[config.mk]
export PLATFORM = sky130hd
export DESIGN_NAME = load_store_unit_flat
export DESIGN_NICKNAME = d
export VERILOG_FILES = /design/src/rtl/load_store_unit_if.sv /design/src/rtl/load_store_unit.sv /design/src/flat_wrapper.sv
export SDC_FILE = /design/constraint.sdc
export NUM_CORES = 1
export LEC_CHECK = 0
export ABC_AREA = 1
export BUFFER_PORTS_ARGS = -buffer_cell sky130_fd_sc_hd__buf_2
export CAP_MARGIN = 20
export CORE_ASPECT_RATIO = 0.75
export CORE_MARGIN = 3
export CORE_UTILIZATION = 47
export CTS_BUF_LIST = sky130_fd_sc_hd__clkbuf_2 sky130_fd_sc_hd__clkbuf_4 sky130_fd_sc_hd__clkbuf_8
export DETAILED_ROUTE_END_ITERATION = 10
export PLACE_DENSITY = 0.79
export SETUP_SLACK_MARGIN = 0.05
export SYNTH_ARGS = -nofsm -noshare
export SYNTH_HDL_FRONTEND = slang
export SYNTH_SLANG_ARGS = --single-unit
[constraint.sdc]
create_clock -name clock -period 1.6 [get_ports clock]
set_input_delay 0.24 -clock clock [delete_from_list [all_inputs] [get_ports clock]]
set_output_delay 0.24 -clock clock [all_outputs]
set_load 0.02 [all_outputs]
[src/rtl/load_store_unit_if.sv]
`default_nettype none
// ============================================================================
//  Module   : load_store_unit_if
//  Brief    : CPU request/response and data-memory bus of the 16-bit LSU
//  Revision : 1.0  initial release
// ============================================================================
interface load_store_unit_if;
    logic        req_valid;
    logic        req_ready;
    logic        req_write;
    logic        req_size;
    logic        req_signed;
    logic [15:0] req_addr;
    logic [15:0] req_wdata;
    logic        resp_valid;
    logic        resp_ready;
    logic [15:0] resp_data;
    logic        resp_err;
    logic        mem_read;
    logic        mem_write_en;
    logic [15:0] mem_access_addr;
    logic [15:0] mem_write_data;
    logic [15:0] mem_read_data;

    modport master (
        output req_valid, req_write, req_size, req_signed, req_addr, req_wdata, resp_ready,
        input  req_ready, resp_valid, resp_data, resp_err
    );

    modport slave (
        input  req_valid, req_write, req_size, req_signed, req_addr, req_wdata, resp_ready,
        input  mem_read_data,
        output req_ready, resp_valid, resp_data, resp_err,
        output mem_read, mem_write_en, mem_access_addr, mem_write_data
    );

    modport memory (
        input  mem_read, mem_write_en, mem_access_addr, mem_write_data,
        output mem_read_data
    );
endinterface
`default_nettype wire

[src/rtl/load_store_unit.sv]
`default_nettype none
// ============================================================================
//  Module   : load_store_unit
//  Brief    : byte/halfword load-store unit for a 16-bit word-addressed memory
//  Revision : 1.0  initial release
// ============================================================================
module load_store_unit (
    input  wire logic        clock,
    input  wire logic        reset,
    load_store_unit_if.slave bus
);

    typedef enum logic [2:0] {
        S_IDLE     = 3'd0,
        S_LOAD     = 3'd1,
        S_RMW_READ = 3'd2,
        S_WRITE    = 3'd3,
        S_RESP     = 3'd4
    } state_t;

    state_t      r_state;
    state_t      w_state_next;

    logic [15:0] r_addr;
    logic [15:0] r_wdata;
    logic        r_size;
    logic        r_signed;
    logic [15:0] r_resp_data;
    logic        r_resp_err;

    logic [7:0]  w_sel_byte;
    logic [15:0] w_load_result;
    logic [15:0] w_merged;

    // Little-endian lane: odd byte address lives in the upper half of the word
    assign w_sel_byte    = r_addr[0] ? bus.mem_read_data[15:8] : bus.mem_read_data[7:0];
    assign w_load_result = r_size   ? bus.mem_read_data :
                           r_signed ? {{8{w_sel_byte[7]}}, w_sel_byte} :
                                      {8'h00, w_sel_byte};
    assign w_merged      = r_addr[0] ? {r_wdata[7:0], bus.mem_read_data[7:0]} :
                                       {bus.mem_read_data[15:8], r_wdata[7:0]};

    always_ff @(posedge clock or posedge reset) begin
        if (reset) begin
            r_state <= S_IDLE;
        end else begin
            r_state <= w_state_next;
        end
    end

    always_comb begin
        w_state_next = r_state;
        case (r_state)
            S_IDLE: begin
                if (bus.req_valid) begin
                    if (bus.req_size && bus.req_addr[0]) begin
                        w_state_next = S_RESP;
                    end else if (!bus.req_write) begin
                        w_state_next = S_LOAD;
                    end else if (bus.req_size) begin
                        w_state_next = S_WRITE;
                    end else begin
                        w_state_next = S_RMW_READ;
                    end
                end
            end
            S_LOAD:     w_state_next = S_RESP;
            S_RMW_READ: w_state_next = S_WRITE;
            S_WRITE:    w_state_next = S_RESP;
            S_RESP: begin
                if (bus.resp_ready) begin
                    w_state_next = S_IDLE;
                end
            end
            default:    w_state_next = S_IDLE;
        endcase
    end

    always_ff @(posedge clock or posedge reset) begin
        if (reset) begin
            r_addr      <= 16'h0000;
            r_wdata     <= 16'h0000;
            r_size      <= 1'b0;
            r_signed    <= 1'b0;
            r_resp_data <= 16'h0000;
            r_resp_err  <= 1'b0;
        end else begin
            case (r_state)
                S_IDLE: begin
                    if (bus.req_valid) begin
                        r_addr      <= bus.req_addr;
                        r_wdata     <= bus.req_wdata;
                        r_size      <= bus.req_size;
                        r_signed    <= bus.req_signed;
                        r_resp_data <= 16'h0000;
                        r_resp_err  <= bus.req_size & bus.req_addr[0];
                    end
                end
                S_LOAD:     r_resp_data <= w_load_result;
                // The merged word replaces the store data so WRITE needs no size mux
                S_RMW_READ: r_wdata     <= w_merged;
                default: ;
            endcase
        end
    end

    // Memory strobes decode from state alone so an async reset kills them at once
    always_comb begin
        bus.req_ready       = (r_state == S_IDLE) && !reset;
        bus.resp_valid      = 1'b0;
        bus.resp_data       = 16'h0000;
        bus.resp_err        = 1'b0;
        bus.mem_read        = 1'b0;
        bus.mem_write_en    = 1'b0;
        bus.mem_access_addr = 16'h0000;
        bus.mem_write_data  = 16'h0000;
        case (r_state)
            S_LOAD, S_RMW_READ: begin
                bus.mem_read        = 1'b1;
                bus.mem_access_addr = r_addr;
            end
            S_WRITE: begin
                bus.mem_write_en    = 1'b1;
                bus.mem_access_addr = r_addr;
                bus.mem_write_data  = r_wdata;
            end
            S_RESP: begin
                bus.resp_valid = 1'b1;
                bus.resp_data  = r_resp_data;
                bus.resp_err   = r_resp_err;
            end
            default: ;
        endcase
    end

endmodule
`default_nettype wire

[src/flat_wrapper.sv]
// flat-port wrapper written by rule: the top's interface ports become plain ports
module load_store_unit_flat 
  (clock, reset, bus_req_valid, bus_req_write, bus_req_size, bus_req_signed, bus_req_addr, bus_req_wdata, bus_resp_ready, bus_mem_read_data, bus_req_ready, bus_resp_valid, bus_resp_data, bus_resp_err, bus_mem_read, bus_mem_write_en, bus_mem_access_addr, bus_mem_write_data);
  load_store_unit_if bus_i ();
  input  wire logic clock;
  input  wire logic reset;
  input wire logic [$bits(bus_i.req_valid)-1:0] bus_req_valid;
  input wire logic [$bits(bus_i.req_write)-1:0] bus_req_write;
  input wire logic [$bits(bus_i.req_size)-1:0] bus_req_size;
  input wire logic [$bits(bus_i.req_signed)-1:0] bus_req_signed;
  input wire logic [$bits(bus_i.req_addr)-1:0] bus_req_addr;
  input wire logic [$bits(bus_i.req_wdata)-1:0] bus_req_wdata;
  input wire logic [$bits(bus_i.resp_ready)-1:0] bus_resp_ready;
  input wire logic [$bits(bus_i.mem_read_data)-1:0] bus_mem_read_data;
  output wire logic [$bits(bus_i.req_ready)-1:0] bus_req_ready;
  output wire logic [$bits(bus_i.resp_valid)-1:0] bus_resp_valid;
  output wire logic [$bits(bus_i.resp_data)-1:0] bus_resp_data;
  output wire logic [$bits(bus_i.resp_err)-1:0] bus_resp_err;
  output wire logic [$bits(bus_i.mem_read)-1:0] bus_mem_read;
  output wire logic [$bits(bus_i.mem_write_en)-1:0] bus_mem_write_en;
  output wire logic [$bits(bus_i.mem_access_addr)-1:0] bus_mem_access_addr;
  output wire logic [$bits(bus_i.mem_write_data)-1:0] bus_mem_write_data;
  assign bus_i.req_valid = bus_req_valid;
  assign bus_i.req_write = bus_req_write;
  assign bus_i.req_size = bus_req_size;
  assign bus_i.req_signed = bus_req_signed;
  assign bus_i.req_addr = bus_req_addr;
  assign bus_i.req_wdata = bus_req_wdata;
  assign bus_i.resp_ready = bus_resp_ready;
  assign bus_i.mem_read_data = bus_mem_read_data;
  assign bus_req_ready = bus_i.req_ready;
  assign bus_resp_valid = bus_i.resp_valid;
  assign bus_resp_data = bus_i.resp_data;
  assign bus_resp_err = bus_i.resp_err;
  assign bus_mem_read = bus_i.mem_read;
  assign bus_mem_write_en = bus_i.mem_write_en;
  assign bus_mem_access_addr = bus_i.mem_access_addr;
  assign bus_mem_write_data = bus_i.mem_write_data;
  load_store_unit u_core (.clock(clock), .reset(reset), .bus(bus_i));
endmodule
==> results of run 1 <==
-- layer usage --
metal	wire (um)	vias up	GRT usage, %	part of all wire [%]
li1	-	1681	-	-
met1	5130	1855	36.5	37
met2	6400	378	43.3	46
met3	1610	102	4.12	11
met4	888	0	10.6	6.3
met5	0	-	0	0
-- what timing repair did --
item	4_1_cts	5_1_grt
buffers inserted	13	13
pin swaps	6	35
setup endpoints to repair	54	103
gates cloned	2	10
gates resized for setup	126	154
-- final cells by class --
cell class                      instances  area share [%]
Sequential cell                        54            25.2
Clock inverter                          2           0.326
Inverter                               80            5.91
Timing Repair inverter                  1           0.140
Tap cell                               81            1.88
Timing Repair Buffer                  155            27.6
Multi-Input combinational cell        306            37.4
Clock buffer                            6            1.53
-- synthesized netlist by cell type (all sizes together) --
library cell,instances
nand2,139
inv,79
nor2,65
dfrtp,54
nand3,48
o21ai,34
buf,17
a21oi,9
nand3b,8
clkbuf,4
clkinv,1
nand4,1
o211ai,1
-- power groups by stage --
| stage | sequential (mW) | clock (mW) | combinational [mW] |
|---|---|---|---|
| 2_1_floorplan | 2.18 | 0 | 2.46 |
| 3_3_place_gp | 2.30 | 0 | 3.28 |
| 3_5_place_dp | 2.33 | 0 | 3.38 |
| 4_1_cts | 2.29 | 0.841 | 4.41 |
| 5_1_grt | 2.48 | 0.915 | 6.59 |
| 6_report | 2.45 | 0.858 | 6.28 |
-- stage by stage --
stage | instances | util, % | setup TNS (ns)
2_1_floorplan | 460 | - | -0.312
3_3_place_gp | 642 | 60.2 | 0
3_5_place_dp | 642 | 60.2 | 0
4_1_cts | 665 | 70.5 | -5.09
5_1_grt | 685 | 84.7 | -12.96
6_report | 685 | 84.7 | -10.06
-- layout by cell type (no fill, tap or decap), drive strengths merged --
cell type	Yosys	final
buf	17	149
nand2	139	140
inv	79	77
nor2	65	65
dfrtp	54	54
nand3	48	48
o21ai	34	34
clkbuf	4	12
a21oi	9	9
nand3b	8	8
clkinvlp	0	3
clkinv	1	3
o211ai	1	1
nand4	1	1
-- state kept, by name, indices dropped and copies added, names as in the netlist --
name                cells
u_core.r_addr          16
u_core.r_resp_data     16
u_core.r_resp_err       1
u_core.r_signed         1
u_core.r_size           1
u_core.r_state          3
u_core.r_wdata         16
-- critical path, stage by stage, from the launching register on --
cell and delay (ns):
dfrtp_2 0.48, inv_2 0.09, nor2_4 0.17, buf_6 0.18, nand2_8 0.10, nor2_1 0.19
buf_4 0.18
-- worst min-delay path by stage --
stage                               endpoint  cells after the start  startpoint  slack [ns]
4_1_cts        u_core.r_wdata[6]$_DFFE_PP0P_                      3       reset        0.03
2_1_floorplan   u_core.r_addr[0]$_DFFE_PP0P_                      1       reset        0.31
3_5_place_dp   u_core.r_state[1]$_DFFE_PP0P_                      3       reset        0.38
5_1_grt            u_core.r_size$_DFFE_PP0P_                      3       reset        0.07
6_report       u_core.r_wdata[6]$_DFFE_PP0P_                      3       reset        0.04
3_3_place_gp   u_core.r_state[2]$_DFFE_PP0P_                      3       reset        0.36
-- cell families (layout without fill, tap and decap cells) --
logic type,count (synthesis),count (layout),synth area share [%]
compound gates,44,44,7.15
buf+inv,101,244,12.9
flops,54,54,43.4
simple gates,261,262,36.6
==> impl_metrics.csv, run 1 <==
group,metric,value,unit
pwr,swShare,49.6,%
run_status,violations,"setup timing",
cells_and_area,finalNetCount,658,
cells_and_area,nFillCells,305,
yosys,syn_avg_cell_area,6.78,sq um
routing,first_pass_iters,6,
timing,setup_ws,-0.335,ns
yosys,synth_area_leaders,"dfrtp_1, nand2_1, inv_1, nand3_1, nor2_1",
timing,max_slew_margin,74.2,%
cells_and_area,diodes,0,
yosys,synth.distinct_cells,22,
routing,drtIter0Drc,531,
yosys,synth_cells,460,
worst_hold_path,min_path_type,"in -> async",
die,die_y,76.5,um
routing,vias,4016,
setup_path,endpoint,"bus_mem_write_data[0]",
timing,rsz0062_at_grt,"true",
cts,clkSlewWorstSetupHoldPaths,0.11,ns
cts,cts.sink_count,54,
routing,routed_via_density,5.86,
yosys,syn_area,3120,sq um
pwr,p_leak,2.68,nW
setup_path,timing.rr.end,"u_core.r_wdata[1]$_DFFE_PP0P_",
cts,ctsHoldBuffers,0,
job,maxCapViolations,0,
yosys,synth.ff_latch_count,54,
global_route,antenna_found_initial,0,
cells_and_area,final_layout_size_suffix_gt1_share,47.7,%
placement,placed_area,3820,sq um
pwr,power_density,1780,nW/um^2
setup_path,end_kind,"output port",
cts,cts_tree,"built",
pwr,p_clk_share,9.0,%
setup_path,start_kind,"flip-flop",
global_route,grt_pass1_vias,3328,
timing,fmax,517,MHz
die,io_pins,108,
yosys,synth_top_area_cell,"dfrtp_1",
global_route,gr-total-overflow,0,
yosys,yosysWarnings,0,
die,fp.dieW,100,um
global_route,grt_start_max_net_pins,44,
setup_path,crit_fanout,9,
placement,routabilityCongestion,0.933,
setup_path,rr_worst_depth,8,
cells_and_area,multi_input_area,2010,sq um
global_route,grt_usage,26.9,%
placement,dp_hpwl,6470,um
setup_path,worst_ep_arrival_time,1.69,ns
setup_path,crit_path_start,"u_core.r_state[1]$_DFFE_PP0P_",
yosys,synth_nets,515,
setup_path,reg2reg_slack,-0.05,ns
cts,worst_skew_pair.late_latency,0.33,ns
cts,cts.path.max_buffers,2,
placement,place_ws,0.0286,ns
timing,drv_slew,0,
cells_and_area,final_area,5380,sq um
cts,root_buffer,"clkbuf_8",
cells_and_area,layout.area.seq,1360,sq um
timing,hold_viol,0,
cts,cts_made_buffers,5,
yosys,synth_top_area_share,43.4,%
pwr,power.total,9.58,mW
pwr,p_comb_share,65.5,%
yosys,ys_seq_area_share,43.4,%
pwr,internal_power,4.83,mW
timing,setup_viol,73,
routing,ant_nets,0,
timing,fin_crit,1.93,ns
pwr,netSwitchingPower,4.75,mW
die,dieArea,7650,sq um
timing,worstMarginPinSlew,0.387,ns
cells_and_area,synthToLayoutAreaGrowth,72.6,%
die,rows,25,
pwr,p_seq_share,25.5,%
global_route,grt_pass1_wl,16500,um
routing,routed_wl,14000,um
timing,whs,0.0414,ns
timing,fin_crit_sh,121,%
timing,fin_skew,0.0153,ns
setup_path,r2r-start,"u_core.r_state[1]$_DFFE_PP0P_",
die,initial_core_util,49.1,%
routing,routedWlPerCell,20.5,um
pwr,peakVddDrop,1100,uV
setup_path,required,1.36,ns
die,coreArea,6350,sq um
placement,port_buffers,107,
run_status,status,"complete, but fails checks",
routing,drc_errors,0,
setup_path,worstSetupPathType,"reg -> out",
cts,htree_levels,2,
Note: power is estimated with default switching activity, not from simulation.
==> run 2, diff against run 1 <==
--- a/config.mk
+++ b/config.mk
@@ -11,7 +11,7 @@
 export CORE_ASPECT_RATIO = 0.75
 export CORE_MARGIN = 3
 export CORE_UTILIZATION = 47
-export CTS_BUF_LIST = sky130_fd_sc_hd__clkbuf_2 sky130_fd_sc_hd__clkbuf_4 sky130_fd_sc_hd__clkbuf_8
+export CTS_BUF_LIST = sky130_fd_sc_hd__clkbuf_2
 export DETAILED_ROUTE_END_ITERATION = 10
 export PLACE_DENSITY = 0.79
 export SETUP_SLACK_MARGIN = 0.05
==> run 2 against run 1 <==
Net effect:
- maximum frequency shrank 5.2%
- critical endpoint is now bus_mem_access_addr[4]
- clock power shrank 30%
- hold slack lost 0.047 ns
- global-route usage shrank 2.0 points
- clock skew grew 0.017 ns
- sequential share of layout area grew 1.5 points
- power shrank 11%
- setup slack lost 0.11 ns
- via count shrank 2.6%
- largest cell class unchanged
- the run ends with hold timing, setup timing left
- count of clock-buffer cells in the layout shrank 1
==> impl_metrics.csv, run 2 (same netlist as run 1, synthesis figures left out) <==
group,metric,value,unit
global_route,antenna_found_initial,1,
timing,setup_ws,-0.440,ns
job,maxCapViolations,0,
cts,cts_made_buffers,5,
placement,routabilityCongestion,0.933,
die,fp.dieW,100,um
routing,drtIter0Drc,565,
global_route,grt_usage,25.0,%
cts,cts.path.max_buffers,2,
routing,routedWlPerCell,18.8,um
global_route,grt_pass1_wl,15600,um
cells_and_area,nFillCells,378,
pwr,power.total,8.50,mW
cells_and_area,final_layout_size_suffix_gt1_share,38.4,%
cts,clkSlewWorstSetupHoldPaths,0.28,ns
placement,place_inst,642,
setup_path,crit_fanout,13,
placement,dp_hpwl,6470,um
pwr,p_leak,2.56,nW
setup_path,end_kind,"output port",
pwr,peakVddDrop,961,uV
cts,htree_levels,2,
die,die_y,76.5,um
global_route,grt_start_max_net_pins,44,
timing,whs,-0.00551,ns
cells_and_area,layout_commonest_cell,"nand2_1",
global_route,gr-total-overflow,0,
setup_path,worstSetupPathType,"reg -> out",
placement,place_ws,0.0286,ns
cells_and_area,layout_common_cells,"nand2_1, inv_1, buf_6, buf_2, dfrtp_1",
die,dieArea,7650,sq um
timing,hold_viol,1,
routing,ant_nets,0,
setup_path,required,1.36,ns
timing,max_slew_margin,74.3,%
routing,first_pass_iters,6,
pwr,power_density,1670,nW/um^2
timing,worstMarginPinSlew,0.386,ns
cts,cts_tree,"built",
die,rows,25,
timing,fmax,490,MHz
timing,setup_viol,103,
die,initial_core_util,49.1,%
routing,drc_errors,0,
cells_and_area,finalNonFillerCells,694,
routing,routed_via_density,5.64,
timing,fin_crit,2.04,ns
timing,rsz0062_at_grt,"true",
routing,vias,3912,
setup_path,reg2reg_slack,-0.18,ns
cells_and_area,top_regs,"u_core.r_addr (16), u_core.r_resp_data (16), u_core.r_wdata (16)",
cells_and_area,finalNetCount,666,
timing,finalSetupTns,-23.40,ns
cts,worst_skew_pair.late_latency,0.49,ns
cts,cts.sink_count,54,
die,io_pins,108,
timing,fin_skew,0.0325,ns
run_status,status,"complete, but fails checks",
timing,fin_crit_sh,127,%
run_status,violations,"hold timing, setup timing",
global_route,grt_pass1_vias,3321,
placement,port_buffers,107,
routing,routed_wl,13000,um
worst_hold_path,min_path_type,"in -> reg",
timing,drv_slew,0,
cts,root_buffer,"clkbuf_2",
cells_and_area,synthToLayoutAreaGrowth,62.9,%
setup_path,worst_ep_arrival_time,1.80,ns
die,coreArea,6350,sq um
setup_path,start_kind,"flip-flop",
==> run 2: changes by cell type in the layout (fill, tap and decap cells not counted), sizes merged <==
cell,change
dlygate4sd3,+15
buf,-6
clkbuf,-2
clkinv,+2
clkinvlp,-2
diode,+1
nand2,+1
==> run 2: stage by stage <==
| stage | area (sq um) | util (%) |
|---|---|---|
| 3_3_place_gp | 3820 | 60.2 |
| 5_1_grt | 5080 | 80.0 |
| 3_5_place_dp | 3820 | 60.2 |
| 6_report | 5080 | 80.0 |
| 2_1_floorplan | 3150 | - |
| 4_1_cts | 4350 | 68.5 |
==> run 2: routing by layer <==
metal	wire [um]	global-route usage (%)	vias to the layer above
met5	0	0	-
met4	625	6.33	0
met3	1330	4.03	66
met2	6170	40.3	297
met1	4890	35.0	1845
li1	-	-	1704
==> run 2: final timing paths <==
| check | start | end | depth (start not counted) |
|---|---|---|---|
| worst min-delay path | bus_req_addr[3] | u_core.r_addr[3]$_DFFE_PP0P_ | 3 |
| worst min register to register | u_core.r_signed$_DFFE_PP0P_ | u_core.r_signed$_DFFE_PP0P_ | 2 |
| worst max register to register | u_core.r_state[1]$_DFFE_PP0P_ | u_core.r_wdata[6]$_DFFE_PP0P_ | 10 |
| worst max-delay path | u_core.r_state[1]$_DFFE_PP0P_ | bus_mem_access_addr[4] | 6 |
| max in group asynchronous | reset | u_core.r_state[2]$_DFFE_PP0P_ | 4 |
| min in group asynchronous | reset | u_core.r_addr[15]$_DFFE_PP0P_ | 4 |
==> run 2: final cells by class <==
cell class	instances	area [sq um]	area share [%]
multi-input cells	307	1780	35.1
repair buffers	163	1470	29.0
flip-flops and latches	54	1360	26.7
inverters	80	317	6.23
well taps	81	101	2.00
clock buffers	5	25.0	0.493
clock inverters	3	21.3	0.419
diodes	1	2.50	0.0493
==> run 2: report_power, final <==
group          switching [mW]  total (mW)  internal (mW)
registers               0.423        2.37           1.94
logic                    3.39        5.54           2.15
clock network           0.488       0.599          0.110
total                    4.30        8.50           4.20
==> run 2: worst max-delay path: stages, from the launching register on <==
cell and delay, ns:
dfrtp_2 0.50, buf_4 0.16, nor2_4 0.15, nor2_4 0.06, buf_12 0.16, nor2_1 0.13
buf_4 0.17
==> run 2: what timing repair did <==
| item | 4_1_cts | 5_1_grt |
|---|---|---|
| resized for setup | 80 | 138 |
| gates cloned | 0 | 10 |
| setup buffers | 15 | 5 |
| hold endpoints to repair | 67 | 1 |
| setup endpoints to repair | 66 | 61 |
| pin swaps | 4 | 5 |
| hold buffers | 14 | 1 |
==> run 3, diff against run 2 <==
--- a/config.mk
+++ b/config.mk
@@ -8,12 +8,14 @@
 export ABC_AREA = 1
 export BUFFER_PORTS_ARGS = -buffer_cell sky130_fd_sc_hd__buf_2
 export CAP_MARGIN = 20
+export CELL_PAD_IN_SITES_DETAIL_PLACEMENT = 0
+export CELL_PAD_IN_SITES_GLOBAL_PLACEMENT = 1
 export CORE_ASPECT_RATIO = 0.75
 export CORE_MARGIN = 3
-export CORE_UTILIZATION = 47
+export CORE_UTILIZATION = 32
 export CTS_BUF_LIST = sky130_fd_sc_hd__clkbuf_2
 export DETAILED_ROUTE_END_ITERATION = 10
-export PLACE_DENSITY = 0.79
+export PLACE_DENSITY = 0.85
 export SETUP_SLACK_MARGIN = 0.05
 export SYNTH_ARGS = -nofsm -noshare
 export SYNTH_HDL_FRONTEND = slang
==> run 3 against run 2 <==
Net effect:
- the flow finishes with violations (setup timing)
- critical path depth is 1 higher
- die area grew 43%
- register-to-register slack better by 0.17 ns
- setup slack better by 0.043 ns
- cell area down 6.5%
- combinational power is 19% lower
- wire length fell by 20%
- sequential cell count unchanged
- maximum frequency increased by 2.1%
- cell count up 5.3%
- clock skew shrank 0.013 ns
- largest cell class unchanged
- highest routed layer unchanged
==> impl_metrics.csv, run 3 (same netlist as run 1, synthesis figures left out) <==
group,metric,value,unit
timing,drv_slew,0,
timing,worstMarginPinSlew,0.371,ns
cells_and_area,synthToLayoutAreaGrowth,52.3,%
routing,first_pass_iters,5,
routing,ant_nets,0,
timing,setup_ws,-0.397,ns
pwr,netSwitchingPower,3.51,mW
cts,root_buffer,"clkbuf_2",
timing,fin_skew,0.0190,ns
pwr,p_comb_share,61.1,%
timing,finalSetupTns,-18.07,ns
timing,rsz0062_at_grt,"true",
cells_and_area,nFillCells,937,
die,fp.dieW,120,um
pwr,p_clk_share,7.5,%
die,rows,30,
timing,fin_crit,2.00,ns
die,initial_core_util,33.6,%
pwr,internal_power,3.87,mW
setup_path,end_kind,"output port",
cells_and_area,final_layout_size_suffix_gt1_share,33.3,%
routing,vias,3465,
cells_and_area,layout.area.seq,1350,sq um
cells_and_area,layout_common_cells,"nand2_1, inv_1, buf_2, dfrtp_1, buf_4",
pwr,power_density,1560,nW/um^2
placement,routabilityCongestion,0.827,
pwr,p_leak,2.48,nW
global_route,grt_pass1_vias,3345,
cells_and_area,layout_commonest_cell,"nand2_1",
die,io_pins,108,
die,coreArea,9270,sq um
timing,fin_crit_sh,125,%
worst_hold_path,min_path_type,"in -> reg",
run_status,violations,"setup timing",
job,maxCapViolations,0,
cts,htree_levels,2,
cells_and_area,multi_input_area,1570,sq um
routing,routedWlPerCell,14.3,um
pwr,peakVddDrop,646,uV
timing,fmax,501,MHz
pwr,swShare,47.5,%
routing,routed_wl,10500,um
cells_and_area,top_regs,"u_core.r_addr (16), u_core.r_resp_data (16), u_core.r_wdata (16)",
run_status,status,"complete, but fails checks",
cts,worst_skew_pair.late_latency,0.45,ns
setup_path,worst_ep_arrival_time,1.76,ns
timing,setup_viol,54,
placement,dp_hpwl,7100,um
timing,whs,0.0409,ns
die,die_y,91.5,um
timing,max_slew_margin,75.2,%
cells_and_area,diodes,0,
pwr,p_seq_share,31.5,%
global_route,grt_usage,18.4,%
setup_path,worstSetupPathType,"reg -> out",
timing,hold_viol,0,
global_route,grt_start_max_net_pins,40,
cts,clkSlewWorstSetupHoldPaths,0.27,ns
global_route,grt_pass1_wl,16400,um
placement,port_buffers,107,
routing,routed_via_density,4.74,
cells_and_area,finalNetCount,657,
cts,cts.path.max_buffers,2,
cts,cts_made_buffers,5,
cts,cts.sink_count,54,
die,dieArea,11000,sq um
routing,drtIter0Drc,186,
setup_path,required,1.36,ns
routing,drc_errors,0,
placement,place_ws,0.0500,ns
setup_path,start_kind,"flip-flop",
setup_path,crit_fanout,16,
global_route,gr-total-overflow,0,
cts,cts_tree,"built",
global_route,antenna_found_initial,0,
run 3: through the flow:
stage | instance area (sq um) | power (mW) | util (%) | instances
after detailed placement | 3900 | 5.72 | 42.1 | 690
after global placement | 3900 | 5.64 | 42.1 | 690
after floorplan | 3150 | 4.64 | - | 460
after global routing | 4750 | 7.97 | 51.2 | 731
after CTS | 4490 | 6.90 | 48.5 | 725
final | 4750 | 7.39 | 51.2 | 731
run 3: power groups by stage:
stage	Combinational (mW)	Sequential, mW	Clock [mW]
CTS	4.02	2.31	0.567
global placement	3.32	2.33	0
finish	4.51	2.32	0.551
detailed placement	3.37	2.35	0
global route	4.96	2.39	0.619
floorplan	2.46	2.18	0
run 3: critical path, stage by stage (launching register included):
cell	delay, ns
dfrtp_1	0.50
buf_6	0.15
nor2_4	0.09
buf_12	0.14
nor2_4	0.04
buf_12	0.15
nor2_1	0.10
buf_4	0.15
run 3: worst paths after layout:
kind                                               start                        endpoint  slack (ns)  depth (start not counted)
max reg2reg                u_core.r_state[1]$_DFFE_PP0P_  u_core.r_wdata[14]$_DFFE_PP0P_       -0.01                          8
min                                       bus_resp_ready   u_core.r_state[2]$_DFFE_PP0P_        0.04                          4
max                        u_core.r_state[2]$_DFFE_PP0P_          bus_mem_access_addr[4]       -0.40                          7
max in group asynchronous                          reset   u_core.r_state[0]$_DFFE_PP0P_        0.79                          4
min reg2reg                  u_core.r_signed$_DFFE_PP0P_     u_core.r_signed$_DFFE_PP0P_        0.55                          2
min in group asynchronous                          reset   u_core.r_addr[15]$_DFFE_PP0P_        0.30                          3
run 3: cell type report:
type,instances,area share (%)
multi-input combinational,306,33.1
tap,128,3.37
sequential,54,28.5
inverter,80,6.72
timing repair buffer,155,27.4
clock inverter,3,0.343
clock buffer,5,0.527
run 3: metal layers:
metal / vias to the layer above / share of wire (%) / GRT usage, %
met4: 0 / 1.9 / 5.62
met3: 14 / 6.9 / 3.11
li1: 1686 / - / -
met2: 143 / 46 / 29.7
met5: - / 0 / 0
met1: 1622 / 45 / 25.3
run 3: repair_timing:
| action | CTS | global route |
|---|---|---|
| pin swaps | 4 | 1 |
| hold buffers | 18 | 1 |
| hold endpoints to repair | 32 | 1 |
| gates cloned | 1 | 4 |
| buffers inserted | 8 | 1 |
| resized for setup | 95 | 42 |
| setup endpoints to repair | 53 | 103 |
